--- config.mk ---
export PLATFORM = sky130hd
export DESIGN_NAME = irq_vec
export DESIGN_NICKNAME = d
export VERILOG_FILES = /design/src/rtl/irq_vec_pkg.sv /design/src/rtl/irq_prio.sv /design/src/rtl/irq_vec.sv
export SDC_FILE = /design/constraint.sdc
export NUM_CORES = 1
export LEC_CHECK = 0
export BUFFER_PORTS_ARGS = -buffer_cell sky130_fd_sc_hd__buf_2
export CORE_MARGIN = 3
export CORE_UTILIZATION = 53
export CTS_BUF_LIST = sky130_fd_sc_hd__clkbuf_4 sky130_fd_sc_hd__clkbuf_8
export DETAILED_ROUTE_END_ITERATION = 8
export PLACE_DENSITY = 0.81
export SETUP_SLACK_MARGIN = 0.2
export SLEW_MARGIN = 10
export SYNTH_ARGS = -nofsm -noshare
export SYNTH_HDL_FRONTEND = slang
export SYNTH_HIERARCHICAL = 1
export SYNTH_SLANG_ARGS = --single-unit
--- constraint.sdc ---
create_clock -name clk -period 2.8 [get_ports clk]
set_input_delay 0.56 -clock clk [delete_from_list [all_inputs] [get_ports clk]]
set_output_delay 0.56 -clock clk [all_outputs]
set_load 0.01 [all_outputs]
--- src/rtl/irq_vec_pkg.sv ---
// Shared constants, state encoding and vector arithmetic for the irq_vec interrupt responder.
package irq_vec_pkg;

  localparam int unsigned ADDR_W = 16;
  localparam int unsigned DATA_W = 8;
  localparam int unsigned IDX_W  = 3;

  localparam logic [ADDR_W-1:0] REG_STATUS = 16'd0;
  localparam logic [ADDR_W-1:0] REG_MASK   = 16'd1;
  localparam logic [ADDR_W-1:0] REG_INDEX  = 16'd2;

  localparam logic [DATA_W-1:0] IDX_NONE = 8'h80;

  localparam logic [ADDR_W-1:0] VEC_LO = 16'hFFFE;
  localparam logic [ADDR_W-1:0] VEC_HI = 16'hFFFF;

  typedef enum logic {IDLE, LO} state_t;

  // 16-bit vector address for a source; wraps modulo 2^16 so both bytes share one carry chain.
  function automatic logic [ADDR_W-1:0] vec_addr(input logic [ADDR_W-1:0] vbase,
                                                 input logic [IDX_W-1:0]  vidx);
    return vbase + {11'd0, vidx, 2'b00};
  endfunction

endpackage

--- src/rtl/irq_prio.sv ---
// Combinational priority encoder: lowest set request bit wins; idx is 0 when nothing is set.
module irq_prio
  import irq_vec_pkg::*;
#(
  parameter int unsigned NSRC = 8
) (
  input  logic [NSRC-1:0]  req,
  output logic [IDX_W-1:0] idx,
  output logic             none
);

  always_comb begin
    idx  = '0;
    none = ~|req;
    for (int i = int'(NSRC) - 1; i >= 0; i--) begin
      if (req[i]) idx = IDX_W'(i);
    end
  end

endmodule

--- src/rtl/irq_vec.sv ---
// Vectored interrupt responder: edge-latched sources, mask/priority, register window and FFFE/FFFF vector substitution.
// Optional IRQ_VEC_AUTOACK_EN: the served FFFF fetch clears the pending bit of the vectored source.
module irq_vec
  import irq_vec_pkg::*;
#(
  parameter logic [ADDR_W-1:0] BASE     = 16'hFE00,
  parameter logic [ADDR_W-1:0] VEC_BASE = 16'hFF00,
  parameter int unsigned       NSRC     = 8
) (
  input  logic              clk,
  input  logic              reset,
  input  logic [ADDR_W-1:0] AB,
  input  logic              WE,
  input  logic [DATA_W-1:0] DO,
  input  logic [NSRC-1:0]   src,
  output logic              irq,
  output logic [DATA_W-1:0] DI,
  output logic              sel
);

  logic [NSRC-1:0]   src_q, pend, mask, rise, act, ack, clr;
  logic [IDX_W-1:0]  idx, vidx, vidx_d, vsel;
  logic              none;
  logic [ADDR_W-1:0] vsum;
  logic [DATA_W-1:0] di_d, index_val;
  logic              sel_d;
  logic              rd, rd_lo, rd_hi, hit_status, hit_mask, hit_index;
  state_t            state, state_d;

  assign rise       = src & ~src_q;
  assign act        = pend & mask;
  assign rd         = ~WE;
  assign hit_status = (AB == BASE + REG_STATUS);
  assign hit_mask   = (AB == BASE + REG_MASK);
  assign hit_index  = (AB == BASE + REG_INDEX);
  assign rd_lo      = rd && (AB == VEC_LO);
  assign rd_hi      = rd && (AB == VEC_HI);

  irq_prio #(.NSRC(NSRC)) u_prio (
    .req  (act),
    .idx  (idx),
    .none (none)
  );

  assign index_val = none ? IDX_NONE : DATA_W'(idx);

  // High byte uses the frozen index; a new fetch uses the live one.
  assign vsel = (state == LO && rd_hi) ? vidx : idx;
  assign vsum = vec_addr(VEC_BASE, vsel);

  always_ff @(posedge clk) begin
    if (!reset) state <= IDLE;
    else        state <= state_d;
  end

  // Next state plus the registered bus response for this cycle.
  always_comb begin
    state_d = IDLE;
    vidx_d  = vidx;
    sel_d   = 1'b0;
    di_d    = '0;
    if (state == LO && rd_hi) begin
      sel_d = 1'b1;
      di_d  = vsum[15:8];
    end else if (rd_lo && irq) begin
      state_d = LO;
      vidx_d  = idx;
      sel_d   = 1'b1;
      di_d    = vsum[7:0];
    end else if (rd && hit_status) begin
      sel_d = 1'b1;
      di_d  = DATA_W'(pend);
    end else if (rd && hit_mask) begin
      sel_d = 1'b1;
      di_d  = DATA_W'(mask);
    end else if (rd && hit_index) begin
      sel_d = 1'b1;
      di_d  = index_val;
    end
  end

  always_comb begin
    ack = '0;
`ifdef IRQ_VEC_AUTOACK_EN
    for (int i = 0; i < int'(NSRC); i++) begin
      ack[i] = (state == LO) && rd_hi && (vidx == IDX_W'(i));
    end
`endif
  end

  assign clr = ((WE && hit_status) ? DO[NSRC-1:0] : '0) | ack;

  // src_q tracks src even in reset so release never produces a false edge.
  always_ff @(posedge clk) begin
    src_q <= src;
    if (!reset) begin
      pend <= '0;
      mask <= '0;
      irq  <= 1'b0;
      vidx <= '0;
      DI   <= '0;
      sel  <= 1'b0;
    end else begin
      pend <= (pend & ~clr) | rise;
      if (WE && hit_mask) mask <= DO[NSRC-1:0];
      irq  <= |act;
      vidx <= vidx_d;
      DI   <= di_d;
      sel  <= sel_d;
    end
  end

endmodule

==> out/qor.yml, run 1 <==
routing:
  wl_per_cell_um: 14.5
  dr.first_iter.drc_count: 95
  drc_errors: 0
  ant_nets: 0
  viasPerCell: 5.84
  via_count: 1523
  wl_mm: 3.79
  first_pass_iters: 4
clock_tree:
  cts.clk_slew.worst_paths_ns: 0.11
  cts_buffer_depth: 2
  cts_sinks: 35
  cts_resized: 0
  h-tree-depth: 2
  holdBufCountCts: 0
  tritoncts: "done"
  cts_root_buffer: "clkbuf_4"
  insertion_delay_ns: 0.35
  post_cts_buffers: 0
  cts_buffers: 5
critical_path:
  cp-startpoint: "AB[3]"
  critPathKind: "primary input to flip-flop"
  arrival_ns: 2.18
  r2r_start: "pend[4]"
  cp_max_fo: 16
  r2r_slack_ns: 1.02
  crit_end: "pend[7]"
  r2r-end: "DI[0]"
  worstPathRequired_ns: 3.02
  worstSetupEndpointType: "flip-flop"
  cp-start-kind: "primary input"
  reg2reg_depth: 6
floorplanning:
  start_util_pct: 56.7
  num_io_pins: 45
  rows: 19
  die_area_mm2: 0.00373
  dieWidth_um: 61.0
  core_area_mm2: 0.00283
  die_h_um: 61.0
finish:
  area_delta_synth_final_pct: 17.4
  drive_above_1_share_pct: 27.4
  fin_nets: 264
  fin_util_pct: 66.6
  diodes: 0
yosys:
  synth-warning-count: 6
  synth.most_common_cell: "dfxtp_1"
  synth.distinct_cells: 37
  syn_area_mm2: 0.00161
  synth_nets: 219
  syn_area_per_cell_um2: 8.72
  ys.flop_type: "dfxtp_1"
  synthArstFlopShare_pct: 0
  yosys-top-cells-count: "dfxtp_1 (35), a21oi_1 (26), nand2_1 (11), nand4_1 (11)"
  synth.largest_area_cell: "dfxtp_1"
  netlist_top_cells_area: "dfxtp_1 (44%), a21oi_1 (8.1%), nand4_1 (4.3%)"
  yosys_register_bits: 35
  ys_seq_area_share_pct: 43.6
  synth_top_area_share_pct: 43.6
  syn-instance-count: 184
  synth_edf_count: 0
timing:
  setup_viol_count_final: 0
  skew_ns: 0.0104
  rsz0062_at_grt: "no"
  worst_slew_pin_slew_ns: 0.702
  max_freq_mhz: 511
  fin_setup_tns_ns: 0
  hold_viol_final: 0
  slew_headroom_pct: 53.1
  final_max_slew_viol_count: 0
  final.min_clock_period_ns: 1.96
  fin_crit_sh_pct: 69.9
pwr:
  p_per_area_mw_per_mm2: 465
  p_leak_nw: 0.770
  ir_drop_mv: 0.324
flow_run:
  drv_cap: 0
placed_design:
  hpwl_mm: 2.75
  io_buffers: 44
  gp_congestion: 0.866
global_routing:
  grt_pass1_vias: 1396
  track_usage_pct: 22.2
  globalRoute.totalOverflow: 0
  antenna_found_initial: 0
  grt_pass1_wl_mm: 6.12
  grt_max_degree: 23
status:
  status: "complete, no violations"
min_path:
  holdCritPathClass: "primary input to flip-flop"
-- final cells by class --
class / count / area [um^2]
Fill cell: 243 / 945
Multi-Input combinational cell: 137 / 841
Sequential cell: 35 / 701
Timing Repair Buffer: 45 / 228
Clock buffer: 6 / 45.0
Tap cell: 31 / 38.8
Inverter: 5 / 18.8
Clock inverter: 2 / 12.5
-- metal layers --
layer | wire, um | vias to the layer above | GRT usage [%]
met5 | 0 | - | 0
met4 | 55 | 0 | 8.98
met3 | 217 | 8 | 6.08
met2 | 1820 | 57 | 35.6
met1 | 1700 | 690 | 28.3
li1 | - | 768 | -
-- through the flow --
stage | worst slack [ns] | area (um^2) | total power [W] | hold slack (ns) | std cells
after floorplan | 0.647 | 1610 | 0.000566 | 0.448 | 184
after global placement | 0.539 | 1830 | 0.000605 | 0.467 | 253
after detailed placement | 0.469 | 1830 | 0.000608 | 0.474 | 253
after CTS | 0.838 | 1880 | 0.000878 | 0.316 | 261
after global routing | 0.798 | 1880 | 0.000907 | 0.310 | 261
final | 0.843 | 1880 | 0.000876 | 0.314 | 261
-- report_power, final --
part	total, W	internal, W	switching, W
combinational	0.0000789	0.0000350	0.0000439
sequential	0.000519	0.000512	0.00000716
clock	0.000278	0.000106	0.000172
total	0.000876	0.000653	0.000223
-- logic make-up (layout without fill, tap and decap cells) --
kind of cell | count (synthesis) | in the layout | synth area share [%]
muxes | 5 | 5 | 3.12
AOI/OAI and AO/OA | 57 | 57 | 21.1
and+or+nand+nor | 75 | 75 | 28.1
buffers and inverters | 12 | 58 | 3.97
DFF | 35 | 35 | 43.6
-- worst max-delay path, stage by stage --
cell and delay, ns:
buf_2 0.10, or4_4 0.55, or4_4 0.63, o21ai_0 0.24, a21oi_1 0.09
-- cells in the final DEF, fill, tap and decap left out --
cell and instances:
a211o_1 2, a21boi_1 1, a21oi_1 26, and2_1 9, buf_2 44, buf_4 1, clkbuf_4 6, clkinv_2 1
clkinvlp_4 1, dfxtp_1 35, inv_1 5, mux2i_1 5, nand2_1 11, nand2b_1 9, nand3_1 8, nand4_1 11
nand4b_1 1, nor2_1 7, nor2_2 1, nor2b_1 4, nor3_1 2, nor3b_1 2, nor3b_2 1, nor4_1 1
nor4_2 1, nor4bb_1 2, o211ai_1 1, o21ai_0 7, o21ai_1 8, o21ai_2 3, o21bai_1 1, o22ai_1 5
o2bb2ai_1 1, o41a_1 1, o41ai_2 1, or2_2 1, or4_1 1, or4_4 2, or4b_1 1
-- how the worst min path moves through the flow --
| stage | slack, ns | startpoint | cells after the start | endpoint |
|---|---|---|---|---|
| 2_1_floorplan | 0.45 | mask[1] | 2 | mask[1] |
| 3_3_place_gp | 0.47 | pend[6] | 2 | pend[6] |
| 3_5_place_dp | 0.47 | pend[5] | 2 | pend[5] |
| 4_1_cts | 0.32 | src[1] | 1 | src_q[1] |
| 5_1_grt | 0.31 | src[2] | 1 | src_q[2] |
| 6_report | 0.31 | src[7] | 1 | src_q[7] |
-- sequential cells by signal, indices dropped and copies added (netlist names) --
signal / count
pend: 8
DI: 8
mask: 8
src_q: 8
irq: 1
state: 1
sel: 1
Power figures use the tool's default switching activity.
==> run 2: changes to the inputs <==
Settings changed: CORE_UTILIZATION 53 to 48, PLACE_DENSITY 0.81 to 0.77.
Clock period 2.8 ns to 1.6 ns, I/O delays scaled along.
==> run 2 against run 1 <==
  * The flow now finishes with violations (setup timing)
  * Power is 80% higher
  * Sequential cell count stayed put
  * Combinational power grew 130%
  * Final cell count is 15% higher
  * Register-to-register slack worse by 1.0 ns
  * Clock power grew 74%
  * Clock skew grew 0.0078 ns
  * First-iteration DRC count is 64% higher
  * Via count is 7.1% higher
  * Critical path depth stayed put
  * Clock-buffer cell count unchanged
  * Sequential power rose by 75%
  * Critical endpoint is now mask[6]
==> out/qor.yml, run 2 (synthesized netlist as in run 1, its figures left out) <==
clock_tree:
  cts_buffers: 5
  holdBufCountCts: 0
  insertion_delay_ns: 0.35
  cts_sinks: 35
  tritoncts: "done"
  cts_root_buffer: "clkbuf_4"
  cts.clk_slew.worst_paths_ns: 0.11
  h-tree-depth: 2
  cts_buffer_depth: 2
timing:
  max_freq_mhz: 616
  fin_crit_sh_pct: 102
  rsz0062_at_grt: "yes"
  final_max_slew_viol_count: 0
  skew_ns: 0.0182
  worst_slew_pin_slew_ns: 0.515
  setup_viol_count_final: 2
  setup_slack_ns: -0.0241
  final.min_clock_period_ns: 1.62
  hold_viol_final: 0
  slew_headroom_pct: 65.7
  fin_setup_tns_ns: -0.0309
placed_design:
  gp_congestion: 0.911
  hpwl_mm: 2.73
  io_buffers: 44
  placedCellCount: 283
critical_path:
  worstSetupEndpointType: "flip-flop"
  cp-startpoint: "AB[3]"
  r2r_slack_ns: -0.01
  worstPathRequired_ns: 1.83
  arrival_ns: 1.85
  cp_max_fo: 8
  crit_end: "mask[6]"
  reg2reg_depth: 8
  r2r-end: "DI[1]"
  critPathKind: "primary input to flip-flop"
  cp-start-kind: "primary input"
  r2r_start: "pend[1]"
routing:
  drc_errors: 0
  ant_nets: 0
  top_layer: "met4"
  wl_per_cell_um: 14.9
  met2_length_mm: 2.09
  wl_met1_mm: 1.98
  first_pass_iters: 4
  dr.first_iter.drc_count: 156
  wl_met3_um: 311
  viasPerCell: 5.45
  wl_mm: 4.47
  via_count: 1631
global_routing:
  grt_pass1_wl_mm: 6.77
  grt_max_degree: 23
  antenna_found_initial: 0
  track_usage_pct: 21.4
  grt_pass1_vias: 1467
  globalRoute.totalOverflow: 0
flow_run:
  drv_cap: 0
floorplanning:
  num_io_pins: 45
  die_area_mm2: 0.00407
  start_util_pct: 51.3
  rows: 20
  die_h_um: 63.8
  core_area_mm2: 0.00313
  dieWidth_um: 63.8
status:
  violations: "setup timing"
  status: "finished, violations left"
finish:
  final_common_cell: "buf_2"
  most-common-layout-cells: "buf_2 (42), dfxtp_1 (25), a21oi_1 (23), buf_4 (23), o21ai_2 (15)"
  stdcell_count: 299
  drive_above_1_share_pct: 53.3
  area_delta_synth_final_pct: 44.0
  fin_nets: 289
  diodes: 0
  fill_cells: 231
min_path:
  min_from: "src[7]"
  holdCritPathClass: "primary input to flip-flop"
pwr:
  ir_drop_mv: 0.569
  p_leak_nw: 0.969
  power.total_w: 0.00158
  p_per_area_mw_per_mm2: 681
[run 2: cell types whose count changed in the layout (fill, tap and decap cells not counted), moves of 4 or more]
cell / delta
and2_1: -7
o21ai_1: -6
o21ai_0: -6
and2_4: +7
nor2_1: -4
o21ai_2: +12
buf_6: +4
dfxtp_1: -10
dfxtp_2: +10
buf_4: +22
[run 2: metal layers]
layer	vias to the layer above	global-route usage, %
met2	68	34.5
met1	734	26.8
li1	820	-
met4	0	7.28
met3	9	6.85
met5	-	0
[run 2: how the worst min path moves through the flow]
stage               endpoint  slack [ns]  cells past startpoint
finish              src_q[7]        0.07                      1
global route        src_q[4]        0.04                      1
CTS                 src_q[3]        0.07                      1
detailed placement  src_q[7]        0.44                      1
global placement    src_q[7]        0.44                      1
floorplan           src_q[0]        0.35                      0
[run 2: stage by stage]
stage,utilization (%),setup slack (ns),area [um^2],hold slack [ns]
final,73.9,-0.0241,2310,0.0699
after global routing,73.9,-0.0782,2310,0.0439
after CTS,68.9,-0.0475,2160,0.0659
after detailed placement,63.5,-0.369,1990,0.439
after global placement,63.5,-0.368,1990,0.438
after floorplan,-,-0.265,1620,0.348
[run 2: area by class of cell]
| class | count | area [um^2] | area share (%) |
|---|---|---|---|
| Tap cell | 44 | 55.1 | 2.38 |
| Clock inverter | 2 | 12.5 | 0.541 |
| Clock buffer | 6 | 45.0 | 1.95 |
| Sequential cell | 35 | 713 | 30.8 |
| Inverter | 5 | 18.8 | 0.812 |
| Multi-Input combinational cell | 138 | 1040 | 45.0 |
| Timing Repair Buffer | 69 | 428 | 18.5 |
[run 2: report_power, final]
part / switching [W] / leakage [nW] / internal, W
Clock: 0.000297 / 0.0317 / 0.000186
Combinational: 0.0000936 / 0.646 / 0.0000883
Sequential: 0.0000130 / 0.291 / 0.000897
Total: 0.000404 / 0.969 / 0.00117
[run 2: critical path, stage by stage]
cell	delay (ns)
buf_6	0.09
or4_4	0.57
or4_4	0.61
o21ai_2	0.16
a21oi_1	0.10
[run 2: timing repair]
| action | 4_1_cts | 5_1_grt |
|---|---|---|
| cloned | 1 | 0 |
| resized for setup | 26 | 39 |
| endpoints found under the hold margin | 0 | 0 |
| setup endpoints to repair | 25 | 26 |
| setup buffers | 5 | 2 |
| pin swaps | 14 | 30 |
